[config.mk]
export PLATFORM = sky130hd
export DESIGN_NAME = branch_target_buffer
export DESIGN_NICKNAME = d
export VERILOG_FILES = /design/src/rtl/branch_target_buffer.sv
export SDC_FILE = /design/constraint.sdc
export NUM_CORES = 1
export LEC_CHECK = 0
export CAP_MARGIN = 5
export CORE_AREA = 8 8 235 237
export DETAILED_ROUTE_END_ITERATION = 10
export DIE_AREA = 0 0 243 245
export PLACE_DENSITY = 0.59
export SYNTH_ARGS = -nofsm -noshare
export SYNTH_HDL_FRONTEND = slang
export SYNTH_SLANG_ARGS = --single-unit
export TNS_END_PERCENT = 100
[constraint.sdc]
create_clock -name clk -period 4.6 [get_ports clk]
set_input_delay 0.46 -clock clk [delete_from_list [all_inputs] [get_ports clk]]
set_output_delay 0.46 -clock clk [all_outputs]
set_load 0.005 [all_outputs]
[src/rtl/branch_target_buffer.sv]
// Fetch-stage branch target buffer: 2-way set-associative, LRU replacement.
// Combinational lookup of if_pc; resolved taken branches from WB allocate
// or refresh entries. Saturating hit and allocation counters.
module branch_target_buffer #(
  parameter int SETS = 8
) (
  input  logic        clk,
  input  logic        reset,
  input  logic [15:0] if_pc,
  input  logic        stall,
  input  logic        lc_pred_taken,
  input  logic        wbisbranch,
  input  logic        actual_taken,
  input  logic [15:0] wb_pcplus2,
  input  logic [15:0] wb_target,
  output logic        btb_hit,
  output logic [15:0] btb_target,
  output logic        pred_redirect,
  output logic [15:0] next_pc_pred,
  output logic [15:0] hit_count,
  output logic [15:0] alloc_count
);

  localparam int IDX   = $clog2(SETS);
  localparam int TAG_W = 15 - IDX;

  // Per-way storage; only valid and LRU are control state and get reset.
  logic [SETS-1:0]  valid_q [2];
  logic [TAG_W-1:0] tag_q   [2][SETS];
  logic [15:0]      target_q[2][SETS];
  logic [SETS-1:0]  lru_q;

  logic [IDX-1:0]   rd_idx;
  logic [TAG_W-1:0] rd_tag;
  logic             rd_hit0;
  logic             rd_hit1;

  logic [15:0]      wb_pc;
  logic [IDX-1:0]   wb_idx;
  logic [TAG_W-1:0] wb_tag;
  logic             wb_hit0;
  logic             wb_hit1;
  logic             wb_way;
  logic             wb_we;
  logic             wb_alloc;

  logic             unused_bits;

  function automatic logic [15:0] sat_inc(input logic [15:0] v);
    return (v == 16'hFFFF) ? v : v + 16'd1;
  endfunction

  assign unused_bits = ^{if_pc[0], wb_pc[0]};

  // Lookup: compare both ways of the fetch set; way 0 wins a double hit.
  always_comb begin
    rd_idx        = if_pc[IDX:1];
    rd_tag        = if_pc[15:IDX+1];
    rd_hit0       = valid_q[0][rd_idx] && (tag_q[0][rd_idx] == rd_tag);
    rd_hit1       = valid_q[1][rd_idx] && (tag_q[1][rd_idx] == rd_tag);
    btb_hit       = rd_hit0 | rd_hit1;
    btb_target    = 16'h0000;
    if (rd_hit0)
      btb_target  = target_q[0][rd_idx];
    else if (rd_hit1)
      btb_target  = target_q[1][rd_idx];
    pred_redirect = btb_hit & lc_pred_taken;
    next_pc_pred  = pred_redirect ? btb_target : if_pc + 16'd2;
  end

  // WB side: locate the branch, pick the way to write (hit way, else first
  // invalid way, else the LRU way).
  always_comb begin
    wb_pc    = wb_pcplus2 - 16'd2;
    wb_idx   = wb_pc[IDX:1];
    wb_tag   = wb_pc[15:IDX+1];
    wb_hit0  = valid_q[0][wb_idx] && (tag_q[0][wb_idx] == wb_tag);
    wb_hit1  = valid_q[1][wb_idx] && (tag_q[1][wb_idx] == wb_tag);
    wb_we    = wbisbranch & actual_taken;
    wb_alloc = wb_we & ~(wb_hit0 | wb_hit1);
    if (wb_hit0)
      wb_way = 1'b0;
    else if (wb_hit1)
      wb_way = 1'b1;
    else if (!valid_q[0][wb_idx])
      wb_way = 1'b0;
    else if (!valid_q[1][wb_idx])
      wb_way = 1'b1;
    else
      wb_way = lru_q[wb_idx];
  end

  // Control state: valid bits, LRU and counters. The WB LRU write comes
  // last so it overrides a same-set lookup LRU write on the same edge.
  always_ff @(posedge clk or posedge reset) begin
    if (reset) begin
      valid_q[0]  <= '0;
      valid_q[1]  <= '0;
      lru_q       <= '0;
      hit_count   <= '0;
      alloc_count <= '0;
    end else begin
      if (!stall && btb_hit) begin
        lru_q[rd_idx] <= rd_hit0;
        hit_count     <= sat_inc(hit_count);
      end
      if (wb_we) begin
        valid_q[wb_way][wb_idx] <= 1'b1;
        lru_q[wb_idx]           <= ~wb_way;
        if (wb_alloc)
          alloc_count <= sat_inc(alloc_count);
      end
    end
  end

  // Tag/target storage; stale contents are masked by the cleared valid bits.
  always_ff @(posedge clk) begin
    if (wb_we) begin
      tag_q[wb_way][wb_idx]    <= wb_tag;
      target_q[wb_way][wb_idx] <= wb_target;
    end
  end

endmodule

## After elaboration in Yosys (flattened, before gate mapping)

Memories as Yosys holds them, arrays and structs flattened.
Index checks and enable logic that the tools add are counted.

- Bits in registers: 56
- RAM bits: 448
- Input port bits: 54
- Output and inout port bits: 66
- Logic and storage cells: 103
- Memories: 2

Memories:

| name | depth | width | read ports | clocked after memory_dff | write ports | line | source |
|---|---|---|---|---|---|---|---|
| target_q | 2 | 128 | 2 | 0 | 1 | 30 | `logic [15:0] target_q[2][SETS];` |
| tag_q | 2 | 96 | 2 | 0 | 1 | 29 | `logic [TAG_W-1:0] tag_q [2][SETS];` |

- Add/sub/neg operators: 4
- $lt $le $gt $ge: 9
- Equality and inequality tests: 6
- Mux-type cells: 52
- Bitwise operators: 13
- Reduce and logical (&&, ||, !) cells: 12

Operators by type and width:

| kind | number |
|---|---|
| binary-select mux 12 bit (select 3 bit) | 4 |
| 2-to-1 mux 128 bit | 1 |
| 2-to-1 mux 16 bit | 8 |
| 2-to-1 mux 12 bit | 9 |
| binary-select mux 16 bit (select 3 bit) | 2 |
| 2-to-1 mux 96 bit | 1 |
| demux 16 bit (select 3 bit) | 1 |
| equality test 12 bit | 4 |
| demux 12 bit (select 3 bit) | 1 |
| adder 16 x 1 -> 16 bit (second input constant) | 2 |
| equality test 16 bit (second input constant) | 2 |
| 2-to-1 mux 8 bit | 3 |
| adder 16 x 2 -> 16 bit (second input constant) | 1 |
| bitwise mux 8 bit | 2 |
| OR 16 bit | 1 |
| subtractor 16 x 2 -> 16 bit (second input constant) | 1 |
| binary-select mux 1 bit (select 3 bit) | 5 |
| 2-to-1 mux 1 bit | 12 |
| logical AND 1 bit | 9 |
| demux 8 bit (select 1 bit) | 1 |
| >= comparator 4 bit (second input constant) | 2 |
| less-than comparator 3 x 4 -> 1 bit (second input constant) | 2 |
| NOT 3 -> 4 bit | 2 |
| demux 1 bit (select 3 bit) | 2 |
| 11 further kinds | 18 |

## Logic depth before layout (Yosys ltp)

Gate-level depths: netlist (run 1).

- Word-level depth: 15
- Depth in mapped cells: 16
- Gate-level depth less buffers: 11

## Least setup slack after synthesis (run 1)

OpenSTA, ideal clock, no wires.

- Path type: input to register
- From: in wb_pcplus2[1]
- To: mem tag_q[1][12] (netlist name), enable pin
- Setup time: 0.452 ns
- Data arrival time: 5.026 ns
- Data required time: 4.148 ns
- Slack: -0.878 ns
- Stages: 10
- Path buffers: 0
- Path through: inv_2 > ha_1 > or3b_1 > nor3_1 > xor2_1 > xor2_1 > o2111ai_1 > nor4_1 > nor2_1 > nor3_1

- Elaborated cells on any way between the ends: 28
- Classes of those cells: add/sub (1); order compare (2); eq/ne (2); mux (19); bitwise (1); reduce/logical (3)

RTL lines:

| item | line | source |
|---|---|---|
| start, declared | 14 | `input logic [15:0] wb_pcplus2,` |
| subtractor 16 x 2 -> 16 bit * | 74 | `wb_pc = wb_pcplus2 - 16'd2;` |
| named net wb_pc[7] | 38 | `logic [15:0] wb_pc;` |
| equality test 12 bit | 78 | `wb_hit1 = valid_q[1][wb_idx] && (tag_q[1][wb_idx] == wb_tag);` |
| logical AND 1 bit | 78 |  |
| 2-to-1 mux 1 bit | 83 | `else if (wb_hit1)` |
| 2-to-1 mux 1 bit * | 81 | `if (wb_hit0)` |
| end, declared | 29 |  |

Mark *: on every way through the listed nets, which the timed path passes. The rest lies on a longest branch. The select of a mux whose other input is x is not followed.

==> results of run 1 <==
==> where the power goes <==
part	total (W)	switching [W]	internal, W
Sequential	0.00540	0.000166	0.00524
Combinational	0.00163	0.000905	0.000729
Clock	0.00417	0.00178	0.00240
Total	0.0112	0.00285	0.00837
==> worst paths after layout <==
kind | start | to | depth (start not counted)
worst max-delay path | tag_q[0][17]$_DFFE_PP_ | next_pc_pred[0] | 12
worst min-delay path | reset | alloc_count[4]$_DFFE_PP0P_ | 3
worst max register to register | tag_q[1][63]$_DFFE_PP_ | target_q[1][91]$_DFFE_PP_ | 9
worst min register to register | alloc_count[9]$_DFFE_PP0P_ | alloc_count[9]$_DFFE_PP0P_ | 1
max in group asynchronous | reset | valid_q[8]$_DFFE_PP0P_ | 3
min in group clk | alloc_count[9]$_DFFE_PP0P_ | alloc_count[9]$_DFFE_PP0P_ | 1
==> area by class of cell <==
class,count,area [µm²]
Tap cell,688,860.8
Sequential cell,504,14850
Clock inverter,27,252.7
Clock buffer,70,1421
Fill cell,4216,23210
Timing Repair Buffer,325,3321
Multi-Input combinational cell,942,7711
Inverter,20,75.07
==> cell families (layout without fill, tap and decap cells) <==
group                      after synthesis  in the layout  synth area share
AOI/OAI and AO/OA                      257            257           0.07958
xor gates and xnor gates                96             96           0.03741
adders and majority gates                4              4          0.002188
buffers and inverters                  118            442           0.02341
DFF                                    504            504            0.6493
muxes                                  191            191            0.1159
and+or+nand+nor                        394            394           0.09221
==> through the flow <==
stage	TNS [ns]	cell area [µm²]	std cells	worst slack, ns	hold WS [ns]
after floorplan	-208.21	22900	1564	-0.8784	0.4458
after global placement	-60.79	26670	2475	-0.3037	0.4782
after detailed placement	-52.45	26670	2475	-0.2956	0.4850
after CTS	0	28370	2572	0.006084	0.3948
after global routing	-0.01105	28500	2576	-0.01105	0.4640
final	0	28500	2576	0.1008	0.4096
==> registers in the layout, indices dropped and copies added, names as in the netlist <==
register and flops:
valid_q 16, hit_count 16, alloc_count 16, lru_q 8, tag_q 192, target_q 256
==> tightest hold or removal path: stages <==
cell and delay [ns]:
clkdlybuf4s50_1 0.41, inv_2 0.05, buf_4 0.59
==> per-layer routing <==
metal	share of wire	vias to the layer above
met1	0.41	7922
li1	-	6752
met2	0.46	770
met5	0	-
met3	0.084	140
met4	0.037	0
==> synthesized netlist by cell type (36+ instances only) <==
library cell,number,area [µm²]
edfxtp_1,448,13450
mux2_2,36,405.4
mux2i_1,95,950.9
nand3_1,51,255.2
nand2_1,94,352.8
dfrtp_1,56,1401
mux4_2,55,1239
xor2_1,46,402.9
nor3_1,39,195.2
nor2_1,60,225.2
clkbuf_1,51,191.4
o22ai_1,52,325.3
xnor2_1,48,420.4
==> timing repair <==
item	CTS	global route
pin swaps	0	4
setup endpoints to repair	32	23
buffers inserted	0	4
gates resized for setup	7	20
hold buffers	0	0
==> flow_metrics.tcl, run 1 <==
set metrics [dict create \
    final_common_cell "edfxtp_1" \
    dpl.hpwl_mm 50.23 \
    core-area_um2 51710 \
    grt.met2_usage 0.3761 \
    synth_edf_count 448 \
    drt_iter0_markers 1578 \
    cp-start-kind "flop" \
    seq_area_frac_synth 0.6493 \
    num_antenna_cells 0 \
    final_cell_mix "edfxtp_1, buf_4, clkdlybuf4s50_1" \
    routed_wl_mm 72.35 \
    syn_inst 1564 \
    pin_count 120 \
    rows 84 \
    cp_data_arrival_time_ns 4.04 \
    skew_ns 0.03778 \
    hold_viol_final 0 \
    ys_ff_latch 504 \
    slowest_stage "or4_4" \
    path_cells "mux4_2 > mux2i_1 > buf_4 > xor2_2 > nand4_1 > or4_4 > buf_12 > buf_4 > a31oi_4 > a31o_4 > a22o_1 > clkdlybuf4s50_1" \
    grt_pass1_vias 15670 \
    syn_nets 1622 \
    worstPathRequired_ns 4.14 \
    dieArea_um2 59540 \
    die_w_um 243 \
    grtUsageMet3 0.06011 \
    vias_per_cell 6.050 \
    yosysUniqueCellTypes 70 \
    slew_headroom 0.3174 \
    drive_gt1_frac 0.2299 \
    hold_class "input pin to async pin" \
    max_stage_delay_ns 0.57 \
    min_period_over_period 0.9781 \
    crit_type "flop to output pin" \
    io_buffers 118 \
    yosys_warnings 0 \
    root_buffer "clkbuf_16" \
    drcViolationCount 0 \
    gp_congestion 0.9014 \
    fmax_mhz 222.3 \
    globalRoute.totalOverflow 0 \
    start_util 0.4424 \
    cp_num_buf_inv 4 \
    ys.flop_type "edfxtp_1" \
    report.final.slew_viol_count 0 \
    busiest_layer "met2" \
    max-vdd-ir-drop_mv 0.3270 \
    final_core_util 0.5511 \
    vias 15580 \
    cpMostUsedCell "buf_4" \
    setup_viol 0 \
    finalNetCount 1903 \
    track_usage 0.2380 \
    area_delta_synth_final_pct 24.56 \
    r2r_setup_slack_ns 1.06 \
    power_density_nw_per_um2 393.5 \
    avgSynthCellArea_um2 14.63 \
    grt_pass1_wl_mm 105.7 \
    async_flop_share 0.1111 \
    htree_levels 2 \
    die_y_um 245 \
    cp_max_fo 9 \
    clock-sinks 504 \
    clkSlewWorstSetupHoldPaths_ns 0.06 \
    grt_max_degree 57 \
    cts_tree "done" \
    min_period_ns 4.499 \
    numCtsBuffers 52 \
    end_kind "output pin" \
    routedWlPerCell_um 28.09 \
    ant_nets 0 \
    power_w 0.01121 \
    first_pass_iters 7 \
    status "finished, final reports clean" \
    grt_setup_unrepaired "true" \
    clk_latency_ns 0.61 \
    clock_path_buffers 3 \
    grt_util_met1 0.3152 \
    antenna_found_initial 1 \
    worst_pin_slew_ns 1.020 \
    netlist_area_um2 22880 \
    maxCapViolCount 0 \
    crit_family "buffers and inverters" \
    p_leak_nw 9.963 \
]
Note: power is estimated with default switching activity, not from simulation.
==> run 2, diff against run 1 <==
--- a/config.mk
+++ b/config.mk
@@ -9,6 +9,7 @@
 export CORE_AREA = 8 8 235 237
 export DETAILED_ROUTE_END_ITERATION = 10
 export DIE_AREA = 0 0 243 245
+export MAX_ROUTING_LAYER = met4
 export PLACE_DENSITY = 0.59
 export SYNTH_ARGS = -nofsm -noshare
 export SYNTH_HDL_FRONTEND = slang
==> run 2 against run 1 <==
  * Routed wire length barely moved
  * Sequential power barely moved
  * Combinational power barely moved
  * Cell area barely moved
  * Via count rose by 0.21%
==> flow_metrics.tcl, run 2 (synthesized netlist as in run 1, its figures left out) <==
set metrics [dict create \
    finalNetCount 1903 \
    power_w 0.01122 \
    worst_pin_slew_ns 1.031 \
    clock_path_buffers 3 \
    crit_family "buffers and inverters" \
    drt_iter0_markers 1777 \
    pwr-share-comb 0.146 \
    root_buffer "clkbuf_16" \
    top_regs "target_q: 256 flops, tag_q: 192 flops" \
    fill_cells 4216 \
    hold_class "input pin to async pin" \
    top_register "target_q" \
    cp-start-kind "flop" \
    globalRoute.totalOverflow 0 \
    clkSlewWorstSetupHoldPaths_ns 0.06 \
    dieArea_um2 59540 \
    fin_setup_tns_ns 0 \
    fmax_mhz 220.0 \
    htree_levels 2 \
    first_pass_iters 6 \
    die_y_um 245 \
    cp_data_arrival_time_ns 4.09 \
    dpl.cell_count 2475 \
    end_kind "output pin" \
    dpl.hpwl_mm 50.23 \
    rows 84 \
    status "finished, final reports clean" \
    ant_nets 0 \
    worstPathRequired_ns 4.14 \
    die_w_um 243 \
    clk_latency_ns 0.61 \
    vias 15620 \
    setup_viol 0 \
    drive_gt1_frac 0.2293 \
    hold_viol_final 0 \
    path_cells "mux4_2 > mux2i_1 > buf_4 > xor2_2 > nand4_1 > or4_4 > buf_12 > a31oi_1 > a41o_2 > a22o_1 > clkdlybuf4s50_1" \
    report.final.slew_viol_count 0 \
    routedWlPerCell_um 28.11 \
    final_common_cell "edfxtp_1" \
    area_delta_synth_final_pct 24.49 \
    power_density_nw_per_um2 393.9 \
    io_buffers 118 \
    antenna_found_initial 1 \
    largest_reg_flops 256 \
    grt_pass1_wl_mm 105.7 \
    skew_ns 0.03416 \
    max-vdd-ir-drop_mv 0.3263 \
    max_stage_delay_ns 0.57 \
    maxCapViolCount 0 \
    crit_type "flop to output pin" \
    grt_max_degree 57 \
    grt_setup_unrepaired "true" \
    min_period_ns 4.546 \
    clockPowerShare 0.373 \
    track_usage 0.2455 \
    p_int_w 0.008365 \
    core-area_um2 51710 \
    start_util 0.4424 \
    p_leak_nw 9.953 \
    drcViolationCount 0 \
    final_cell_mix "edfxtp_1, buf_4, clkdlybuf4s50_1" \
    clock-sinks 504 \
    numCtsBuffers 52 \
    routed_wl_mm 72.41 \
    netSwitchingPower_w 0.002853 \
    cts_tree "done" \
    num_antenna_cells 0 \
    sequentialPowerShare 0.482 \
    grt_pass1_vias 15650 \
    switching_share 0.2543 \
    gp_congestion 0.9139 \
    cp_num_buf_inv 3 \
    final_cells 2576 \
    cp_max_fo 9 \
    slowest_stage "or4_4" \
    slew_headroom 0.3101 \
    min_period_over_period 0.9882 \
    pin_count 120 \
    final_core_util 0.5507 \
    vias_per_cell 6.062 \
]
-- run 2: cell types whose count changed in the layout (fill, tap and decap cells not counted), sizes merged --
cell / previous run / this run
clkdlybuf4s50: 109 / 110
dlymetal6s2s: 4 / 3
-- run 2: cell type report --
type,count,area [µm²],share of cell area
clock buffers,70,1421,0.04991
multi-input cells,942,7696,0.2702
repair buffers,325,3318,0.1165
clock inverters,27,252.7,0.008875
well taps,688,860.8,0.03023
inverters,20,75.07,0.002636
flip-flops and latches,504,14850,0.5216
-- run 2: what timing repair did --
| item | 4_1_cts | 5_1_grt |
|---|---|---|
| setup buffers | 0 | 4 |
| pin swaps | 0 | 3 |
| resized for setup | 7 | 17 |
| endpoints found under the setup margin | 32 | 23 |
| hold buffers | 0 | 0 |
-- run 2: per-stage QoR --
| step | setup WS, ns | area, µm² | hold WS, ns |
|---|---|---|---|
| global route | -0.02038 | 28480 | 0.4658 |
| global placement | -0.3037 | 26670 | 0.4782 |
| detailed placement | -0.2956 | 26670 | 0.4850 |
| floorplan | -0.8784 | 22900 | 0.4458 |
| finish | 0.05418 | 28480 | 0.3833 |
| CTS | 0.006084 | 28370 | 0.3948 |
-- run 2: worst min-delay path: stages --
cell and delay (ns):
clkdlybuf4s50_1 0.41, inv_2 0.05, buf_4 0.56
-- run 2: per-layer routing --
layer,vias to the layer above,part of all wire,global-route usage
li1,6749,-,-
met1,7906,0.42,0.3197
met2,803,0.47,0.3763
met3,158,0.079,0.05478
met4,0,0.037,0.09221
met5,-,0,-
-- run 2: worst paths after layout --
path	to	startpoint	slack (ns)	cells after the start
min reg2reg	alloc_count[9]$_DFFE_PP0P_	alloc_count[9]$_DFFE_PP0P_	0.50	1
max in group asynchronous	hit_count[1]$_DFFE_PP0P_	reset	3.68	3
max reg2reg	target_q[1][91]$_DFFE_PP_	tag_q[1][63]$_DFFE_PP_	1.01	9
min in group clk	alloc_count[9]$_DFFE_PP0P_	alloc_count[9]$_DFFE_PP0P_	0.50	1
min	alloc_count[4]$_DFFE_PP0P_	reset	0.38	3
max	next_pc_pred[11]	tag_q[0][17]$_DFFE_PP_	0.05	11
-- run 2: power groups by stage --
stage,Sequential (W),Combinational [W],Clock (W)
2_1_floorplan,0.00543,0.000855,0
3_3_place_gp,0.00548,0.00160,0
3_5_place_dp,0.00549,0.00161,0
4_1_cts,0.00540,0.00163,0.00424
5_1_grt,0.00542,0.00174,0.00442
6_report,0.00540,0.00163,0.00418
